$ cat src/rtl/unified_mem_arbiter_if.sv
// Handshake bundle between the fetch/data requesters, the arbiter and the
// shared single-port memory. The arbiter uses the slave view.
interface unified_mem_arbiter_if #(
  parameter int AW = 32,
  parameter int DW = 32
);
  // Fetch port
  logic          if_req;
  logic [AW-1:0] if_addr;
  logic          if_flush;
  logic          if_gnt;
  logic          if_rvalid;
  logic [DW-1:0] if_rdata;
  // Data port
  logic          d_req;
  logic          d_we;
  logic [AW-1:0] d_addr;
  logic [DW-1:0] d_wdata;
  logic [2:0]    d_size;
  logic          d_gnt;
  logic          d_rvalid;
  logic [DW-1:0] d_rdata;
  // Memory side
  logic          mem_req;
  logic          mem_we;
  logic [AW-1:0] mem_addr;
  logic [DW-1:0] mem_wdata;
  logic [2:0]    mem_size;
  logic          mem_ack;
  logic [DW-1:0] mem_rdata;

  modport slave (
    input  if_req, if_addr, if_flush,
    input  d_req, d_we, d_addr, d_wdata, d_size,
    input  mem_ack, mem_rdata,
    output if_gnt, if_rvalid, if_rdata,
    output d_gnt, d_rvalid, d_rdata,
    output mem_req, mem_we, mem_addr, mem_wdata, mem_size
  );

  modport master (
    output if_req, if_addr, if_flush,
    output d_req, d_we, d_addr, d_wdata, d_size,
    output mem_ack, mem_rdata,
    input  if_gnt, if_rvalid, if_rdata,
    input  d_gnt, d_rvalid, d_rdata,
    input  mem_req, mem_we, mem_addr, mem_wdata, mem_size
  );
endinterface

$ cat src/rtl/unified_mem_arbiter.sv
// Fetch/data arbiter in front of one single-port memory: data wins by default,
// a starvation counter forces a fetch grant, and flush discards fetch results.
module unified_mem_arbiter #(
  parameter int STARVE_LIMIT = 4,
  parameter int AW           = 32,
  parameter int DW           = 32
) (
  input  logic                  clk,
  input  logic                  rst,
  unified_mem_arbiter_if.slave  bus
);

  typedef enum logic [1:0] {
    IDLE   = 2'd0,
    BUSY_I = 2'd1,
    BUSY_D = 2'd2
  } state_e;

  localparam logic [3:0] LIMIT   = 4'(STARVE_LIMIT);
  localparam logic [2:0] SIZE_IF = 3'b010;

  state_e        state_q;
  logic [3:0]    starve_q;
  logic          drop_q;
  logic          if_gnt_q, if_rvalid_q;
  logic [DW-1:0] if_rdata_q;
  logic          d_gnt_q, d_rvalid_q;
  logic [DW-1:0] d_rdata_q;
  logic          mem_req_q, mem_we_q;
  logic [AW-1:0] mem_addr_q;
  logic [DW-1:0] mem_wdata_q;
  logic [2:0]    mem_size_q;

  logic starved, d_win, i_win;

  // Fetch only beats a pending data request once it has been passed over
  // STARVE_LIMIT times in a row.
  always_comb begin
    starved = (starve_q == LIMIT);
    d_win   = bus.d_req && !(bus.if_req && starved);
    i_win   = bus.if_req && !d_win;
  end

  always_ff @(posedge clk) begin
    if (rst) begin
      state_q     <= IDLE;
      starve_q    <= '0;
      drop_q      <= 1'b0;
      if_gnt_q    <= 1'b0;
      if_rvalid_q <= 1'b0;
      if_rdata_q  <= '0;
      d_gnt_q     <= 1'b0;
      d_rvalid_q  <= 1'b0;
      d_rdata_q   <= '0;
      mem_req_q   <= 1'b0;
      mem_we_q    <= 1'b0;
      mem_addr_q  <= '0;
      mem_wdata_q <= '0;
      mem_size_q  <= '0;
    end else begin
      if_gnt_q    <= 1'b0;
      d_gnt_q     <= 1'b0;
      if_rvalid_q <= 1'b0;
      d_rvalid_q  <= 1'b0;
      unique case (state_q)
        IDLE: begin
          if (d_win) begin
            state_q     <= BUSY_D;
            d_gnt_q     <= 1'b1;
            mem_req_q   <= 1'b1;
            mem_we_q    <= bus.d_we;
            mem_addr_q  <= bus.d_addr;
            mem_wdata_q <= bus.d_wdata;
            mem_size_q  <= bus.d_size;
            if (bus.if_req && (starve_q < LIMIT))
              starve_q <= starve_q + 4'd1;
          end else if (i_win) begin
            state_q     <= BUSY_I;
            if_gnt_q    <= 1'b1;
            mem_req_q   <= 1'b1;
            mem_we_q    <= 1'b0;
            mem_addr_q  <= bus.if_addr;
            mem_wdata_q <= '0;
            mem_size_q  <= SIZE_IF;
            starve_q    <= '0;
            drop_q      <= 1'b0;
          end
        end
        BUSY_I: begin
          if (bus.mem_ack) begin
            state_q   <= IDLE;
            mem_req_q <= 1'b0;
            drop_q    <= 1'b0;
            // A flush in the ack cycle itself still discards the result.
            if (!(drop_q || bus.if_flush)) begin
              if_rvalid_q <= 1'b1;
              if_rdata_q  <= bus.mem_rdata;
            end
          end else if (bus.if_flush) begin
            drop_q <= 1'b1;
          end
        end
        BUSY_D: begin
          if (bus.mem_ack) begin
            state_q    <= IDLE;
            mem_req_q  <= 1'b0;
            d_rvalid_q <= 1'b1;
            if (!mem_we_q)
              d_rdata_q <= bus.mem_rdata;
          end
        end
        default: state_q <= IDLE;
      endcase
    end
  end

  assign bus.if_gnt    = if_gnt_q;
  assign bus.if_rvalid = if_rvalid_q;
  assign bus.if_rdata  = if_rdata_q;
  assign bus.d_gnt     = d_gnt_q;
  assign bus.d_rvalid  = d_rvalid_q;
  assign bus.d_rdata   = d_rdata_q;
  assign bus.mem_req   = mem_req_q;
  assign bus.mem_we    = mem_we_q;
  assign bus.mem_addr  = mem_addr_q;
  assign bus.mem_wdata = mem_wdata_q;
  assign bus.mem_size  = mem_size_q;

endmodule
$ cat src/flat_wrapper.sv
// flat-port wrapper written by rule: the top's interface ports become plain ports
module unified_mem_arbiter_flat 
#(
  parameter int STARVE_LIMIT = 4,
  parameter int AW           = 32,
  parameter int DW           = 32
)
  (clk, rst, bus_if_req, bus_if_addr, bus_if_flush, bus_d_req, bus_d_we, bus_d_addr, bus_d_wdata, bus_d_size, bus_mem_ack, bus_mem_rdata, bus_if_gnt, bus_if_rvalid, bus_if_rdata, bus_d_gnt, bus_d_rvalid, bus_d_rdata, bus_mem_req, bus_mem_we, bus_mem_addr, bus_mem_wdata, bus_mem_size);
  unified_mem_arbiter_if #(.AW(AW), .DW(DW)) bus_i ();
  input  logic clk;
  input  logic rst;
  input wire logic [$bits(bus_i.if_req)-1:0] bus_if_req;
  input wire logic [$bits(bus_i.if_addr)-1:0] bus_if_addr;
  input wire logic [$bits(bus_i.if_flush)-1:0] bus_if_flush;
  input wire logic [$bits(bus_i.d_req)-1:0] bus_d_req;
  input wire logic [$bits(bus_i.d_we)-1:0] bus_d_we;
  input wire logic [$bits(bus_i.d_addr)-1:0] bus_d_addr;
  input wire logic [$bits(bus_i.d_wdata)-1:0] bus_d_wdata;
  input wire logic [$bits(bus_i.d_size)-1:0] bus_d_size;
  input wire logic [$bits(bus_i.mem_ack)-1:0] bus_mem_ack;
  input wire logic [$bits(bus_i.mem_rdata)-1:0] bus_mem_rdata;
  output wire logic [$bits(bus_i.if_gnt)-1:0] bus_if_gnt;
  output wire logic [$bits(bus_i.if_rvalid)-1:0] bus_if_rvalid;
  output wire logic [$bits(bus_i.if_rdata)-1:0] bus_if_rdata;
  output wire logic [$bits(bus_i.d_gnt)-1:0] bus_d_gnt;
  output wire logic [$bits(bus_i.d_rvalid)-1:0] bus_d_rvalid;
  output wire logic [$bits(bus_i.d_rdata)-1:0] bus_d_rdata;
  output wire logic [$bits(bus_i.mem_req)-1:0] bus_mem_req;
  output wire logic [$bits(bus_i.mem_we)-1:0] bus_mem_we;
  output wire logic [$bits(bus_i.mem_addr)-1:0] bus_mem_addr;
  output wire logic [$bits(bus_i.mem_wdata)-1:0] bus_mem_wdata;
  output wire logic [$bits(bus_i.mem_size)-1:0] bus_mem_size;
  assign bus_i.if_req = bus_if_req;
  assign bus_i.if_addr = bus_if_addr;
  assign bus_i.if_flush = bus_if_flush;
  assign bus_i.d_req = bus_d_req;
  assign bus_i.d_we = bus_d_we;
  assign bus_i.d_addr = bus_d_addr;
  assign bus_i.d_wdata = bus_d_wdata;
  assign bus_i.d_size = bus_d_size;
  assign bus_i.mem_ack = bus_mem_ack;
  assign bus_i.mem_rdata = bus_mem_rdata;
  assign bus_if_gnt = bus_i.if_gnt;
  assign bus_if_rvalid = bus_i.if_rvalid;
  assign bus_if_rdata = bus_i.if_rdata;
  assign bus_d_gnt = bus_i.d_gnt;
  assign bus_d_rvalid = bus_i.d_rvalid;
  assign bus_d_rdata = bus_i.d_rdata;
  assign bus_mem_req = bus_i.mem_req;
  assign bus_mem_we = bus_i.mem_we;
  assign bus_mem_addr = bus_i.mem_addr;
  assign bus_mem_wdata = bus_i.mem_wdata;
  assign bus_mem_size = bus_i.mem_size;
  unified_mem_arbiter #(.STARVE_LIMIT(STARVE_LIMIT), .AW(AW), .DW(DW)) u_core (.clk(clk), .rst(rst), .bus(bus_i));
endmodule
$ cat config.mk
export PLATFORM = sky130hd
export DESIGN_NAME = unified_mem_arbiter_flat
export DESIGN_NICKNAME = d
export VERILOG_FILES = /design/src/rtl/unified_mem_arbiter_if.sv /design/src/rtl/unified_mem_arbiter.sv /design/src/flat_wrapper.sv
export SDC_FILE = /design/constraint.sdc
export NUM_CORES = 1
export LEC_CHECK = 0
export ABC_AREA = 1
export CORE_ASPECT_RATIO = 0.5
export CORE_MARGIN = 1.5
export CORE_UTILIZATION = 44
export CTS_CLUSTER_DIAMETER = 40
export DETAILED_ROUTE_END_ITERATION = 16
export MAX_ROUTING_LAYER = met4
export PLACE_DENSITY = 0.85
export SLEW_MARGIN = 5
export SYNTH_ARGS = -nofsm -noshare
export SYNTH_HDL_FRONTEND = slang
export SYNTH_SLANG_ARGS = --single-unit
$ cat constraint.sdc
create_clock -name clk -period 3.5 [get_ports clk]
set_input_delay 0.525 -clock clk [delete_from_list [all_inputs] [get_ports clk]]
set_output_delay 0.525 -clock clk [all_outputs]
set_load 0.03 [all_outputs]
==> impl_results.md, run 1 <==
* Status: completed
* Wire length of the first global-routing pass at 27400 um
* Post CTS Setup Buffer Count at 0
* # IOs at 275
* Max Buffers Root-to-Sink at 2
* Syn nets at 942
* Hold Path End: u_core.bus.mem_req$_SDFFE_PP0P_
* Cell Area, Synth at 0.00571 sq mm
* DR vias at 6021
* Sequential element share of the synthesized area at 50.5%
* Rows at 29
* DR iter-0 viols at 373
* Total global routing overflow at 0
* Most frequent cells in the layout: clkdlybuf4s50_1 (273), nor2_1 (204), nand2_1 (156)
* DP HPWL at 11400 um
* Die Y at 83.5 um
* # setup viols final at 0
* Buffer and inverter count on the worst path at 2
* Most common cell after layout, fill and taps aside: clkdlybuf4s50_1
* Crit. End Element: flop
* TritonCTS clock tree: done
* Layout Skew at 0.0139 ns
* Nets at 1194
* Storage cell area at 0.00288 sq mm
* Initial antenna violation count at 0
* Routed Antenna Nets at 0
* Worst Hold Class: reg -> reg
* Initial Util at 45.1%
* Post-place instance area at 0.00849 sq mm
* Power Density at 501 mW/mm^2
* Endpoints failing hold at 0
* DRT Wirelength at 17200 um
* Fillers at 948
* Vias/cell at 4.88
* Core area at 0.0127 sq mm
* RSZ-0062 raised after global routing: no
* Slowest library cell on the worst path: clkdlybuf4s50_1
* Crit-path cells: clkdlybuf4s50_1, buf_4, nand2_2, nor2_1, nand2_1, a21oi_1
* Leak pwr at 3.96 nW
* Die width at 164 um
* WL/cell at 13.9 um
* Slew margin rel. at 28.0%
* Synth Warn # at 0
* Fin crit period at 2.29 ns
* Area Overhead vs Synth at 58.4%
* Cts repair resizes at 0
* Synthesized instance count at 798
* Mean Syn Cell Area at 7.15 sq um
* Max-Cap Viols at 0
* Clk root buf: clkbuf_16
* Reg-to-Reg Start: u_core.state_q[1]$_SDFFE_PP0P_
* RR Endpoint: u_core.bus.if_rdata[18]$_SDFFE_PP0P_
* Largest net degree at the start of global routing at 75
* WHS Path Cells at 2
* WS Path Type: in -> reg
* Worst path max stage delay at 0.53 ns
* CTS buffer count at 17
* Share of cells above drive strength 1 at 4.89%
* Hold Path Origin: u_core.bus.mem_req$_SDFFE_PP0P_
* Vias in the first global route at 5762
* Core Util, Final at 71.4%
* Critical path's top delay family: simple AND/OR/NAND/NOR gates
* Post-CTS Hold Buffers at 0
* CP arrival at 2.61 ns
* FMAX at 436 MHz
* Fin. max-slew vios at 0
* Area taken by multi-input logic gates at 0.00238 sq mm
* Clock latency on the worst-skew pair at 0.41 ns
* VDD IR max at 0.349 mV
* Synth unique cells at 21
* Total track usage at 25.4%
* CP Launch Type: input pin
* Antenna cells at 0
* DIE AREA at 0.0137 sq mm
* Yosys reg bits at 144
* Data required, critical path at 3.82 ns
* Clk slew on worst S/H paths at 0.06 ns
* Setup TNS at 0 ns
* Htree depth at 4
* Reg2Reg Depth at 8
* IO buf count at 274
* Post-route DRC at 0
* Maximum fanout along the worst path at 36
* GP Congestion at 0.809
* Drt pass-1 iters at 6
* Sink Count at 144
* Final Cycle Share at 65.6%
* Design area at 0.00904 sq mm
* Worst-margin pin slew at 1.08 ns
* Total power at 0.00453 W
* R2R setup slack at 1.30 ns
[per-stage QoR]
step / setup slack, ns / hold slack (ns) / instances
finish: 1.21 / 0.463 / 1233
global route: 1.07 / 0.478 / 1233
CTS: 1.25 / 0.454 / 1233
detailed placement: 0.932 / 0.448 / 1201
global placement: 0.966 / 0.436 / 1201
floorplan: 1.98 / 0.431 / 798
[final cells by class]
class                           instances  area share (%)
Inverter                               54            2.24
Tap cell                              170            2.35
Clock buffer                           17            4.71
Clock inverter                         15            1.40
Sequential cell                       144            31.9
Multi-Input combinational cell        550            26.4
Timing Repair Buffer                  283            31.0
[sequential cells by signal, summed over array words and instances (netlist names), 2 cells and up]
| signal | flops |
|---|---|
| u_core.bus.d_rdata | 32 |
| u_core.bus.if_rdata | 32 |
| u_core.bus.mem_addr | 32 |
| u_core.bus.mem_size | 3 |
| u_core.bus.mem_wdata | 32 |
| u_core.starve_q | 4 |
| u_core.state_q | 2 |
[worst min-delay path, cell delays in order (launching register included)]
cell	delay [ns]
dfxtp_1	0.31
inv_1	0.05
a21oi_1	0.06
[worst max path at each step]
stage / slack (ns) / cells after the start / from / end
2_1_floorplan: 1.98 / 9 / bus_d_req / u_core.bus.mem_addr[10]$_SDFFE_PP0P_
3_3_place_gp: 0.97 / 7 / bus_mem_ack / u_core.bus.d_rdata[11]$_SDFFE_PP0P_
3_5_place_dp: 0.93 / 7 / bus_mem_ack / u_core.bus.if_rdata[17]$_SDFFE_PP0P_
4_1_cts: 1.25 / 6 / bus_d_req / u_core.starve_q[1]$_SDFFE_PP0P_
5_1_grt: 1.07 / 8 / u_core.state_q[0]$_SDFFE_PP0P_ / u_core.bus.d_rdata[24]$_SDFFE_PP0P_
6_report: 1.21 / 6 / bus_d_req / u_core.starve_q[1]$_SDFFE_PP0P_
[per-layer routing]
layer	part of all wire, %	wire [um]	vias up	global-route usage (%)
met5	0	0	-	-
li1	-	-	3007	-
met1	42	7220	2775	29.8
met3	5.7	988	33	4.22
met4	2.4	419	0	9.67
met2	50	8570	206	43.8
[cell usage after synthesis]
library cell / number / area (sq um)
nor2_1: 205 / 769
nand2_1: 156 / 586
dfxtp_1: 144 / 2880
nand3_1: 71 / 355
o21ai_0: 53 / 265
inv_1: 49 / 184
a21oi_1: 38 / 190
clkbuf_1: 31 / 116
o21ai_1: 14 / 70.1
buf_2: 12 / 60.1
buf_6: 6 / 67.6
ha_1: 6 / 75.1
inv_2: 4 / 15.0
nand2_2: 2 / 12.5
buf_1: 1 / 3.75
clkinv_1: 1 / 3.75
nand3_2: 1 / 10.0
nand3b_1: 1 / 7.51
nor3_2: 1 / 10.0
o21ai_4: 1 / 16.3
o31ai_1: 1 / 7.51
[kinds of logic after synthesis]
logic type | share of synthesized area [%]
buffers and inverters | 7.89
and+or+nand+nor | 30.7
AOI/OAI and AO/OA | 9.62
adders and majority gates | 1.32
DFF | 50.5
[report_power, final]
group	switching, W	internal, W
logic	0.000576	0.000441
registers	0.0000600	0.00176
clock network	0.000766	0.000927
Power figures use the tool's default switching activity.
==> inputs of run 2 (changes only) <==
--- a/config.mk
+++ b/config.mk
@@ -8,11 +8,11 @@
 export ABC_AREA = 1
 export CORE_ASPECT_RATIO = 0.5
 export CORE_MARGIN = 1.5
-export CORE_UTILIZATION = 44
+export CORE_UTILIZATION = 41
 export CTS_CLUSTER_DIAMETER = 40
 export DETAILED_ROUTE_END_ITERATION = 16
 export MAX_ROUTING_LAYER = met4
-export PLACE_DENSITY = 0.85
+export PLACE_DENSITY = 0.8
 export SLEW_MARGIN = 5
 export SYNTH_ARGS = -nofsm -noshare
 export SYNTH_HDL_FRONTEND = slang
==> constraint.sdc (replaced) <==
create_clock -name clk -period 2.4 [get_ports clk]
set_input_delay 0.36 -clock clk [delete_from_list [all_inputs] [get_ports clk]]
set_output_delay 0.36 -clock clk [all_outputs]
set_load 0.03 [all_outputs]
==> impl_results.md, run 2 (synthesis gave the netlist of run 1 again) <==
* Status: completed
* Cts repair resizes at 0 (unchanged)
* Rows at 30 (+3.4%)
* Buffer and inverter count on the worst path at 1 (-1)
* Path length in cells of the critical path at 1 (-5)
* Slowest library cell on the worst path: clkdlybuf4s50_1
* VDD IR max at 0.510 mV (+46%)
* Data required, critical path at 2.04 ns (-1.78 ns)
* DRT Wirelength at 17100 um (-0.78%)
* DR vias at 5996 (-0.42%)
* Slew margin rel. at 62.1% (+34 points)
* Final non-filler cell total at 1261 (+2.3%)
* Reg2Reg Depth at 9 (+1)
* CP arrival at 1.48 ns (-1.13 ns)
* Post-CTS Hold Buffers at 0 (unchanged)
* Total track usage at 23.4% (-2.0 points)
* Storage cell area at 0.00288 sq mm (unchanged)
* Die Y at 86.4 um (+3.5%)
* CTS buffer count at 17 (unchanged)
* TritonCTS clock tree: done
* Most frequent cells in the layout: clkdlybuf4s50_1 (273), nor2_1 (204), nand2_1 (156)
* Share of cells above drive strength 1 at 5.24% (+0.35 points)
* Power Density at 747 mW/mm^2 (+49%)
* Maximum fanout along the worst path at 3 (-92%)
* Area taken by multi-input logic gates at 0.00238 sq mm (unchanged)
* Antenna cells at 0 (unchanged)
* WHS Path Cells at 2 (unchanged)
* Clk root buf: clkbuf_16
* Post CTS Setup Buffer Count at 0 (unchanged)
* Worst path max stage delay at 0.71 ns (+0.18 ns)
* # IOs at 275 (unchanged)
* Crit-path cells: clkdlybuf4s50_1
* Max-Cap Viols at 0 (unchanged)
* Final Cycle Share at 76.7%
* WL/cell at 13.5 um (-3.0%)
* Sink Count at 144 (unchanged)
* Core area at 0.0136 sq mm (+7.3%)
* IO buf count at 274 (unchanged)
* DR iter-0 viols at 274 (-27%)
* DP HPWL at 12000 um (+5.3%)
* Vias in the first global route at 5613 (-2.6%)
* Post-route DRC at 0 (unchanged)
* Setup TNS at 0 ns (unchanged)
* FMAX at 543 MHz
* Nets at 1200 (+0.50%)
* WS Path Type: reg -> out
* Worst-margin pin slew at 0.568 ns (-0.510 ns)
* Leak pwr at 4.03 nW (+1.9%)
* Max Buffers Root-to-Sink at 2 (unchanged)
* Fin crit period at 1.84 ns
* CP Launch Type: flop
* Worst Hold Class: in -> reg
* Critical path's top delay family: buffers and inverters
* # setup viols final at 0 (unchanged)
* Dpl cells at 1229 (+2.3%)
* Htree depth at 4 (unchanged)
* DIE AREA at 0.0147 sq mm (+7.1%)
* Wire length of the first global-routing pass at 26900 um (-1.6%)
* RSZ-0062 raised after global routing: no
* Vias/cell at 4.75 (-2.6%)
* Fillers at 1119 (+18%)
* Area Overhead vs Synth at 61.3%
* Fin. max-slew vios at 0 (unchanged)
* Die width at 170 um (+3.5%)
* Routed Antenna Nets at 0 (unchanged)
* Drt pass-1 iters at 5 (-1)
* Largest net degree at the start of global routing at 48 (-36%)
* Crit. End Element: output port
* Most common cell after layout, fill and taps aside: clkdlybuf4s50_1
* Endpoints failing hold at 0 (unchanged)
* Initial Util at 42.0% (-3.1 points)
* Initial antenna violation count at 0 (unchanged)
* Layout Skew at 0.0112 ns (-0.00272 ns)
* Clock latency on the worst-skew pair at 0.41 ns (about the same)
* Clk slew on worst S/H paths at 0.06 ns (about the same)
* GP Congestion at 0.809 (about the same)
* Total global routing overflow at 0 (unchanged)
run 2: where the power goes:
part | internal [W] | switching (W) | leakage [nW] | total, W
registers | 0.00257 | 0.0000866 | 1.18 | 0.00265
logic | 0.000663 | 0.000836 | 2.57 | 0.00150
clock network | 0.00166 | 0.00106 | 0.291 | 0.00273
total | 0.00489 | 0.00199 | 4.03 | 0.00688
run 2: final timing paths:
path | startpoint | slack [ns] | to
worst max-delay path | u_core.bus.mem_we$_SDFFE_PP0P_ | 0.56 | bus_mem_we
worst min-delay path | rst | 0.31 | u_core.starve_q[3]$_SDFFE_PP0P_
worst max register to register | u_core.starve_q[0]$_SDFFE_PP0P_ | 0.59 | u_core.bus.mem_wdata[4]$_SDFFE_PP0P_
worst min register to register | u_core.bus.mem_req$_SDFFE_PP0P_ | 0.44 | u_core.bus.mem_req$_SDFFE_PP0P_
run 2: area by class of cell:
type / count / share of cell area [%]
tap: 192 / 2.61
multi-input combinational: 550 / 25.9
sequential: 144 / 31.3
clock inverter: 13 / 1.93
inverter: 54 / 2.20
clock buffer: 19 / 4.70
timing repair buffer: 289 / 31.4
run 2: per-stage QoR:
step           power [W]  hold WS, ns  utilization (%)  worst slack, ns  instance area, sq um
2_1_floorplan    0.00352        0.431                -            0.959                  5710
3_3_place_gp     0.00418        0.431             63.3            0.418                  8600
3_5_place_dp     0.00420        0.435             63.3            0.334                  8600
4_1_cts          0.00694        0.293             67.8            0.542                  9210
5_1_grt          0.00719        0.323             67.8            0.391                  9210
6_report         0.00688        0.313             67.8            0.560                  9210
run 2: per-layer routing:
metal  global-route usage (%)  routed length, um  vias up
met1                     27.4               7390     2755
met3                     4.75                934       34
met5                        -                  0        -
met2                     40.4               8330      184
li1                         -                  -     3023
met4                     8.29                409        0
